==> src/rtl/vga_pkg.sv <==
// Shared definitions for the VGA timing / test-pattern generator:
// 640x480@60 default timing, pattern mode encodings and the colour-bar index helper.
package vga_pkg;

    localparam int VGA_H_ACTIVE = 640;
    localparam int VGA_H_FP     = 16;
    localparam int VGA_H_SYNC   = 96;
    localparam int VGA_H_BP     = 48;
    localparam int VGA_V_ACTIVE = 480;
    localparam int VGA_V_FP     = 10;
    localparam int VGA_V_SYNC   = 2;
    localparam int VGA_V_BP     = 33;

    typedef enum logic [1:0] {
        MODE_SOLID = 2'd0,
        MODE_BARS  = 2'd1,
        MODE_CHECK = 2'd2,
        MODE_GRAD  = 2'd3
    } mode_t;

    // Bar number under column xv, saturating at the last (black) bar.
    function automatic logic [2:0] bar_index(input int xv, input int bar_w);
        int q;
        q = xv / bar_w;
        return (q > 7) ? 3'd7 : q[2:0];
    endfunction

endpackage

==> src/rtl/vga_pattern_color.sv <==
// Stage-2 colour registers: turns a stage-1 pixel position into registered RGB
// for the latched pattern mode. Output is forced to black while blanked.
module vga_pattern_color
    import vga_pkg::*;
#(
    parameter int CW         = 10,
    parameter int BAR_W      = 80,
    parameter int CHECK_LOG2 = 5
) (
    input  logic          clk,
    input  logic          reset,
    input  logic [1:0]    mode_q,
    input  logic [23:0]   rgb_q,
    input  logic [CW-1:0] x,
    input  logic [CW-1:0] y,
    input  logic          blank,
    input  logic [7:0]    frame_cnt,
    output logic [7:0]    r,
    output logic [7:0]    g,
    output logic [7:0]    b
);

    logic [7:0]    r_next, g_next, b_next;
    logic [2:0]    idx;
    logic [CW-1:0] sum;
    logic          chk;

    always_comb begin
        r_next = 8'h00;
        g_next = 8'h00;
        b_next = 8'h00;
        idx    = bar_index(32'(x), BAR_W);
        // Adding frame_cnt to x moves the checker left by one pixel per frame.
        sum    = x + CW'(frame_cnt);
        chk    = sum[CHECK_LOG2] ^ y[CHECK_LOG2];
        case (mode_t'(mode_q))
            MODE_SOLID: {r_next, g_next, b_next} = rgb_q;
            MODE_BARS: begin
                r_next = {8{~idx[1]}};
                g_next = {8{~idx[2]}};
                b_next = {8{~idx[0]}};
            end
            MODE_CHECK: {r_next, g_next, b_next} = {24{chk}};
            MODE_GRAD: begin
                r_next = 8'(x);
                g_next = 8'(y);
                b_next = frame_cnt;
            end
            default: {r_next, g_next, b_next} = 24'h0;
        endcase
        if (blank) begin
            {r_next, g_next, b_next} = 24'h0;
        end
    end

    always_ff @(posedge clk) begin
        if (reset) begin
            r <= 8'h00;
            g <= 8'h00;
            b <= 8'h00;
        end else begin
            r <= r_next;
            g <= g_next;
            b <= b_next;
        end
    end

endmodule

==> src/rtl/vga_timing_pattern_gen.sv <==
// Parametrised VGA timing generator with test-pattern engine. Counters, sync decode
// and alignment delays live here; every output lags the counters by exactly two cycles.
module vga_timing_pattern_gen
    import vga_pkg::*;
#(
    parameter int H_ACTIVE   = VGA_H_ACTIVE,
    parameter int H_FP       = VGA_H_FP,
    parameter int H_SYNC     = VGA_H_SYNC,
    parameter int H_BP       = VGA_H_BP,
    parameter int V_ACTIVE   = VGA_V_ACTIVE,
    parameter int V_FP       = VGA_V_FP,
    parameter int V_SYNC     = VGA_V_SYNC,
    parameter int V_BP       = VGA_V_BP,
    parameter bit HS_POL     = 1'b0,
    parameter bit VS_POL     = 1'b0,
    parameter int CW         = 10,
    parameter int BAR_W      = 80,
    parameter int CHECK_LOG2 = 5
) (
    input  logic          vga_clk,
    input  logic          reset,
    input  logic [1:0]    mode,
    input  logic [23:0]   solid_rgb,
    output logic          HS,
    output logic          VS,
    output logic          blank_n,
    output logic [CW-1:0] x,
    output logic [CW-1:0] y,
    output logic          frame_start,
    output logic [7:0]    frame_cnt,
    output logic [7:0]    VGA_R,
    output logic [7:0]    VGA_G,
    output logic [7:0]    VGA_B
);

    localparam int H_TOTAL = H_ACTIVE + H_FP + H_SYNC + H_BP;
    localparam int V_TOTAL = V_ACTIVE + V_FP + V_SYNC + V_BP;

    logic [CW-1:0] h_cnt, v_cnt;
    logic          h_last, v_last, frame_end;
    logic          h_sync, v_sync;
    logic [1:0]    mode_q;
    logic [23:0]   rgb_q;

    logic          s1_hs, s1_vs, s1_blank_n, s1_fs;
    logic [CW-1:0] s1_x, s1_y;

    assign h_last    = (h_cnt == CW'(H_TOTAL - 1));
    assign v_last    = (v_cnt == CW'(V_TOTAL - 1));
    assign frame_end = h_last && v_last;
    assign h_sync    = (h_cnt >= CW'(H_ACTIVE + H_FP)) && (h_cnt < CW'(H_ACTIVE + H_FP + H_SYNC));
    assign v_sync    = (v_cnt >= CW'(V_ACTIVE + V_FP)) && (v_cnt < CW'(V_ACTIVE + V_FP + V_SYNC));

    // Stage 0: pixel/line counters
    always_ff @(posedge vga_clk) begin
        if (reset) begin
            h_cnt <= '0;
            v_cnt <= '0;
        end else if (h_last) begin
            h_cnt <= '0;
            v_cnt <= v_last ? '0 : v_cnt + 1'b1;
        end else begin
            h_cnt <= h_cnt + 1'b1;
        end
    end

    // Pattern controls only change between frames so a frame is never torn.
    always_ff @(posedge vga_clk) begin
        if (reset) begin
            mode_q    <= 2'd0;
            rgb_q     <= 24'h0;
            frame_cnt <= 8'h00;
        end else if (frame_end) begin
            mode_q    <= mode;
            rgb_q     <= solid_rgb;
            frame_cnt <= frame_cnt + 8'd1;
        end
    end

    // Stage 1: decoded sync/blank and coordinates
    always_ff @(posedge vga_clk) begin
        if (reset) begin
            s1_hs      <= ~HS_POL;
            s1_vs      <= ~VS_POL;
            s1_blank_n <= 1'b0;
            s1_fs      <= 1'b0;
            s1_x       <= '0;
            s1_y       <= '0;
        end else begin
            s1_hs      <= h_sync ? HS_POL : ~HS_POL;
            s1_vs      <= v_sync ? VS_POL : ~VS_POL;
            s1_blank_n <= (h_cnt < CW'(H_ACTIVE)) && (v_cnt < CW'(V_ACTIVE));
            s1_fs      <= (h_cnt == '0) && (v_cnt == '0);
            s1_x       <= h_cnt;
            s1_y       <= v_cnt;
        end
    end

    // Stage 2: delay timing one more cycle to line up with the colour registers
    always_ff @(posedge vga_clk) begin
        if (reset) begin
            HS          <= ~HS_POL;
            VS          <= ~VS_POL;
            blank_n     <= 1'b0;
            frame_start <= 1'b0;
            x           <= '0;
            y           <= '0;
        end else begin
            HS          <= s1_hs;
            VS          <= s1_vs;
            blank_n     <= s1_blank_n;
            frame_start <= s1_fs;
            x           <= s1_x;
            y           <= s1_y;
        end
    end

    vga_pattern_color #(
        .CW         (CW),
        .BAR_W      (BAR_W),
        .CHECK_LOG2 (CHECK_LOG2)
    ) u_color (
        .clk        (vga_clk),
        .reset      (reset),
        .mode_q     (mode_q),
        .rgb_q      (rgb_q),
        .x          (s1_x),
        .y          (s1_y),
        .blank      (~s1_blank_n),
        .frame_cnt  (frame_cnt),
        .r          (VGA_R),
        .g          (VGA_G),
        .b          (VGA_B)
    );

endmodule

==> config.mk <==
export PLATFORM = sky130hd
export DESIGN_NAME = vga_timing_pattern_gen
export DESIGN_NICKNAME = d
export VERILOG_FILES = /design/src/rtl/vga_pkg.sv /design/src/rtl/vga_pattern_color.sv /design/src/rtl/vga_timing_pattern_gen.sv
export SDC_FILE = /design/constraint.sdc
export NUM_CORES = 1
export LEC_CHECK = 0
export CAP_MARGIN = 10
export CORE_MARGIN = 3
export CORE_UTILIZATION = 42
export DETAILED_ROUTE_END_ITERATION = 8
export PLACE_DENSITY_LB_ADDON = 0.15
export SYNTH_ARGS = -nofsm -noshare
export SYNTH_HDL_FRONTEND = slang
export SYNTH_SLANG_ARGS = --single-unit
export TNS_END_PERCENT = 20
==> constraint.sdc <==
create_clock -name vga_clk -period 3.15 [get_ports vga_clk]
set_input_delay 0.315 -clock vga_clk [delete_from_list [all_inputs] [get_ports vga_clk]]
set_output_delay 0.315 -clock vga_clk [all_outputs]
set_load 0.03 [all_outputs]
==> results of run 1 <==
[through the flow]
step / std cells / instance area (um2) / hold slack, ns / setup slack, ns
2_1_floorplan: 537 / 4760 / 0.389 / 0.664
3_3_place_gp: 735 / 5690 / 0.396 / 0.625
3_5_place_dp: 735 / 5690 / 0.396 / 0.510
4_1_cts: 764 / 6200 / 0.355 / 0.505
5_1_grt: 764 / 6200 / 0.390 / 0.217
6_report: 764 / 6200 / 0.347 / 0.444
[state kept, by name, summed over array words and instances, names as in the netlist, 2 cells and up]
register   cells
rgb_q         24
h_cnt         10
s1_x          10
s1_y          10
v_cnt         10
x             10
y             10
frame_cnt      8
u_color.b      8
u_color.g      8
u_color.r      8
mode_q         2
[layout make-up]
type,instances,area [um2]
tap,140,175
inverter,8,30.0
timing repair buffer,89,871
sequential,126,2520
multi-input combinational,372,2090
clock inverter,1,5.00
clock buffer,28,507
fill,1015,4730
[worst paths after layout]
kind                              start            to  slack, ns
worst max-delay path            s1_x[7]  u_color.r[0]       0.44
worst min-delay path              reset          x[6]       0.35
worst max register to register  s1_x[7]  u_color.r[0]       0.44
worst min register to register    s1_hs            HS       0.41
[layout by cell type, fill, tap and decap left out, types with 9 or more instances in the layout]
cell type          n
nor3_1            11
nand4_1            9
xor2_1            12
xnor2_1           11
dfxtp_1          126
clkdlybuf4s50_1   82
ha_1              11
o21ai_0           34
nand3_1            9
nand2_1           91
a21oi_1           54
nor2b_1           41
nor2_1            28
clkbuf_16         17
[layer usage]
layer / part of all wire (%) / up-vias / GRT usage (%)
met5: 0 / - / 0
met4: 2.3 / 0 / 8.89
met3: 4.8 / 22 / 5.28
met2: 47 / 103 / 30.5
met1: 46 / 1781 / 23.5
li1: - / 1965 / -
[logic make-up (layout without fill, tap and decap cells)]
logic type               after synthesis  after routing  share of synthesized area, %
XOR/XNOR                              23             23                          4.23
flip-flops                           126            126                          53.0
multiplexers                           1              1                         0.210
AO/OA/AOI/OAI                        111            111                          12.9
adder cells (fa/ha/maj)               11             11                          2.89
AND/OR/NAND/NOR                      226            226                          23.7
buffers and inverters                 39            126                          3.10
[synthesized netlist by cell type (2+ instances only)]
master,instances
dfxtp_1,126
nand2_1,91
a21oi_1,54
nor2b_1,41
o21ai_0,34
clkbuf_1,28
nor2_1,28
xor2_1,12
ha_1,11
nor3_1,11
xnor2_1,11
nand3_1,9
nand4_1,9
a31oi_1,8
inv_1,8
and3_1,6
or2_2,6
nand2b_1,5
and2_1,3
buf_1,2
nand3b_1,2
nor3b_1,2
nor4b_1,2
o2111ai_1,2
o21a_1,2
or3_1,2
or4_1,2
[power by group through the flow]
stage	clock network [W]	registers, W	logic, W
final	0.00170	0.00161	0.0000881
after global routing	0.00180	0.00161	0.0000965
after CTS	0.00172	0.00161	0.0000894
after detailed placement	0	0.00165	0.0000887
after global placement	0	0.00164	0.0000887
after floorplan	0	0.00165	0.0000345
[worst max-delay path, stage by stage, from the launching register on]
cell      delay (ns)
dfxtp_1         0.39
or2_2           0.36
ha_1            0.39
nand2b_1        0.19
o21ai_0         0.14
o31ai_1         0.34
a21oi_1         0.12
a21oi_1         0.52
a21oi_1         0.13
==> reports/qor.yml, run 1 <==
outcome:
  status: "completed"
global_route:
  grt_pass1_wl_um: 19000
  grtUsageTotal_pct: 18.9
  grt_pass1_vias: 3889
  grt_max_degree: 35
  antenna_found_initial: 0
  grt_overflow_total: 0
clock_network:
  post_cts_buffers: 0
  cts_resized: 0
  cts.sinks: 126
  clk_path_buf_depth: 2
  hold_buffers: 0
  htree_num_levels: 4
  tritoncts.num_buffers: 17
  cts_tree: "done"
  cts-root-buf: "clkbuf_16"
  clk_pin_slew_ns: 0.05
  insertion_delay_ns: 0.41
synthesis:
  synth.top_cell.area_share_pct: 53.0
  synth-seq-area-share_pct: 53.0
  ys_warn_count: 0
  synthTopCellsByArea: "dfxtp_1, nand2_1, a21oi_1"
  synth-edff-count: 0
  synth.largest_area_cell: "dfxtp_1"
  syn_inst: 537
  synthArstFlopShare_pct: 0
  ys_types: 47
  synth_nets: 576
  syn_avg_cell_area_um2: 8.87
  ys.flop_type: "dfxtp_1"
  netlist_area_um2: 4760
  synth-seq-cells: 126
drt:
  drcViolationCount: 0
  vias: 3871
  wl_per_cell_um: 14.9
  vias_per_cell: 5.07
  dr.pass1.iters: 4
  drtIter0Drc: 212
  wl_um: 11400
  ant_nets: 0
power:
  p_switching_w: 0.000675
  seq_power_share_pct: 47.4
  finalPower_w: 0.00340
  p_int_w: 0.00272
  leakagePower_nw: 2.24
  irDropWorstVdd_mv: 0.352
  cellPowerDensity_nw_per_um2: 548
  p_sw_share_pct: 19.9
  combPwrFrac_pct: 2.6
  power_frac_clock_pct: 50.0
sta:
  setup_viol: 0
  fmax_mhz: 370
  tns_ns: 0
  slew_viol_final: 0
  slew_headroom_pct: 39.0
  fin_skew_ns: 0.0109
  fin_crit_ns: 2.71
  tightest_slew_ns: 0.916
  rsz0062_at_grt: "no"
  fin_crit_sh_pct: 85.9
  finalHoldViolations: 0
worst_setup_path:
  cp_data_required_time_ns: 3.41
  endpoint_kind: "register"
  start_kind: "register"
  cp_data_arrival_time_ns: 2.96
  ff2ff_path_depth: 8
  critical_path_class: "register to register"
  crit_fanout: 11
die:
  io-pin-count: 84
  die_x_um: 112
  fp.dieH_um: 112
  start_util_pct: 43.5
  dieArea_um2: 12600
  rows: 38
  core_um2: 10900
layout:
  utilization_pct: 56.7
  drive_gt1_share_pct: 6.09
  fin_nets: 653
  diodes: 0
  syn_to_final_growth_pct: 30.2
place:
  portBuffers: 83
  gp_congestion: 0.891
  post-dp-hpwl_um: 7630
min_path:
  min-delay-path-class: "input port to register"
  min_delay_path_depth: 2
run:
  drv_cap: 0
(Power assumes the default switching activity.)
==> inputs of run 2 (changes only) <==
==> constraint.sdc (replaced) <==
create_clock -name vga_clk -period 2.55 [get_ports vga_clk]
set_input_delay 0.255 -clock vga_clk [delete_from_list [all_inputs] [get_ports vga_clk]]
set_output_delay 0.255 -clock vga_clk [all_outputs]
set_load 0.03 [all_outputs]
==> reports/qor.yml, run 2 (synthesized netlist as in run 1, its figures left out) <==
worst_setup_path:
  critical_path_class: "register to register"
  cp_data_arrival_time_ns: 2.75  # -0.21 ns
  start_kind: "register"
  critical_path.top_delay_family: "simple AND/OR/NAND/NOR gates"
  max_stage_delay_ns: 0.50  # -0.02 ns
  crit_fanout: 3  # -8
  endpoint_kind: "register"
  cp_slowest_cell: "or4_1"
  cp_data_required_time_ns: 2.89  # -0.52 ns
  crit_buf_inv: 1  # +1
  path_cells: "inv_1 -> ha_1 -> or4b_1 -> nor3_4 -> and3_4 -> and3_1 -> nand4_1 -> or4_1 -> nand2_1"
place:
  portBuffers: 83  # unchanged
  gp_congestion: 0.855  # -4.1%
  post-dp-hpwl_um: 7510  # -1.6%
die:
  core_um2: 10900  # unchanged
  fp.dieH_um: 112  # unchanged
  rows: 38  # unchanged
  dieArea_um2: 12600  # unchanged
  io-pin-count: 84  # unchanged
  start_util_pct: 43.5  # unchanged
  die_x_um: 112  # unchanged
drt:
  drtIter0Drc: 149  # -30%
  wl_um: 11200  # -1.8%
  vias: 3944  # +1.9%
  vias_per_cell: 5.08  # +0.31%
  ant_nets: 0  # unchanged
  wl_per_cell_um: 14.4  # -3.3%
  drcViolationCount: 0  # unchanged
  dr.pass1.iters: 4  # unchanged
clock_network:
  clk_pin_slew_ns: 0.06  # about the same
  tritoncts.num_buffers: 17  # unchanged
  post_cts_buffers: 0  # unchanged
  htree_num_levels: 4  # unchanged
  clk_path_buf_depth: 2  # unchanged
  insertion_delay_ns: 0.40  # about the same
  cts.sinks: 126  # unchanged
  cts-root-buf: "clkbuf_16"
  cts_tree: "done"
sta:
  slew_headroom_pct: 64.5  # +26 points
  finalHoldViolations: 0  # unchanged
  rsz0062_at_grt: "no"
  fin_skew_ns: 0.00686  # -0.00406 ns
  slew_viol_final: 0  # unchanged
  setup_viol: 0  # unchanged
  tightest_slew_ns: 0.533  # -0.383 ns
  fmax_mhz: 416  # +13%
  fin_crit_sh_pct: 94.2  # +8.3 points
  fin_crit_ns: 2.40  # -0.304 ns
  tns_ns: 0  # unchanged
global_route:
  grt_overflow_total: 0  # unchanged
  grt_pass1_wl_um: 19000  # about the same
  grt_max_degree: 66  # +89%
  grt_pass1_vias: 3924  # +0.90%
  grtUsageTotal_pct: 18.5  # -0.47 points
  antenna_found_initial: 0  # unchanged
layout:
  diodes: 0  # unchanged
  drive_gt1_share_pct: 9.12  # +3.0 points
  largest_reg_flops: 24  # unchanged
  final_common_cell: "dfxtp_1"
  n_fill_cell: 1012  # -0.30%
  final_cell_mix: "dfxtp_1, nand2_1, clkdlybuf4s50_1, a21oi_1, nor2b_1"
  largest-register: "rgb_q"
  fin_nets: 662  # +1.4%
  syn_to_final_growth_pct: 34.5
outcome:
  status: "completed"
power:
  finalPower_w: 0.00457  # +34%
  irDropWorstVdd_mv: 0.430  # +22%
  leakagePower_nw: 2.33  # +3.9%
  cellPowerDensity_nw_per_um2: 713  # +30%
run:
  drv_cap: 0  # unchanged
min_path:
  min-delay-path-class: "input port to register"
==> run 2: cell types whose count changed in the layout (fill, tap and decap cells not counted), moves of 3 or more <==
cell        previous run  this run
clkbuf_1               7         1
bufinv_16              0         3
buf_4                  6        14
clkinvlp_4             0         4
inv_6                  0         6
clkbuf_8               4         0
==> run 2: worst reg2reg max path, stage by stage (launching register included) <==
cell and delay [ns]:
dfxtp_1 0.31, inv_1 0.10, ha_1 0.15, or4b_1 0.49
nor3_4 0.17, and3_4 0.22, and3_1 0.19, nand4_1 0.15
or4_1 0.50, nand2_1 0.08
==> run 2: final cells by class <==
type / count / area [um2] / share of cell area, %
Timing Repair Buffer: 98 / 951 / 14.8
Clock buffer: 18 / 429 / 6.70
Sequential cell: 126 / 2520 / 39.4
Inverter: 8 / 30.0 / 0.469
Multi-Input combinational cell: 372 / 2110 / 33.0
Clock inverter: 14 / 181 / 2.83
Tap cell: 140 / 175 / 2.74
==> run 2: worst paths after layout <==
check | startpoint | endpoint | slack, ns | depth (start not counted)
worst max register to register | v_cnt[0] | frame_cnt[7] | 0.15 | 9
worst min-delay path | reset | s1_y[1] | 0.32 | 2
worst min register to register | s1_hs | HS | 0.41 | 1
worst max-delay path | v_cnt[0] | frame_cnt[7] | 0.15 | 9
==> run 2: where the power goes <==
group | leakage (nW) | internal [W] | total (W) | switching (W)
logic | 1.02 | 0.0000566 | 0.000111 | 0.0000542
clock network | 0.285 | 0.00156 | 0.00247 | 0.000909
registers | 1.02 | 0.00198 | 0.00199 | 0.00000758
==> run 2: stage by stage <==
stage	cell area (um2)	utilization (%)	cells	setup slack [ns]	hold WS [ns]
2_1_floorplan	4760	-	537	0.0638	0.389
3_3_place_gp	5770	52.8	744	0.220	0.393
3_5_place_dp	5770	52.8	744	0.169	0.406
4_1_cts	6380	58.3	776	0.149	0.315
5_1_grt	6400	58.6	776	0.00249	0.342
6_report	6400	58.6	776	0.148	0.322
==> run 2: timing repair <==
| item | in CTS | in global routing |
|---|---|---|
| hold buffers | 0 | 0 |
| gates resized for setup | 0 | 3 |
| setup endpoints to repair | 0 | 17 |
| endpoints found under the hold margin | 0 | 0 |
==> run 2: per-layer routing <==
| metal | vias up | global-route usage [%] | routed length (um) |
|---|---|---|---|
| li1 | 1992 | - | - |
| met1 | 1845 | 23.7 | 5060 |
| met2 | 98 | 30.6 | 5480 |
| met3 | 9 | 4.53 | 561 |
| met4 | 0 | 5.85 | 93 |
| met5 | - | 0 | 0 |
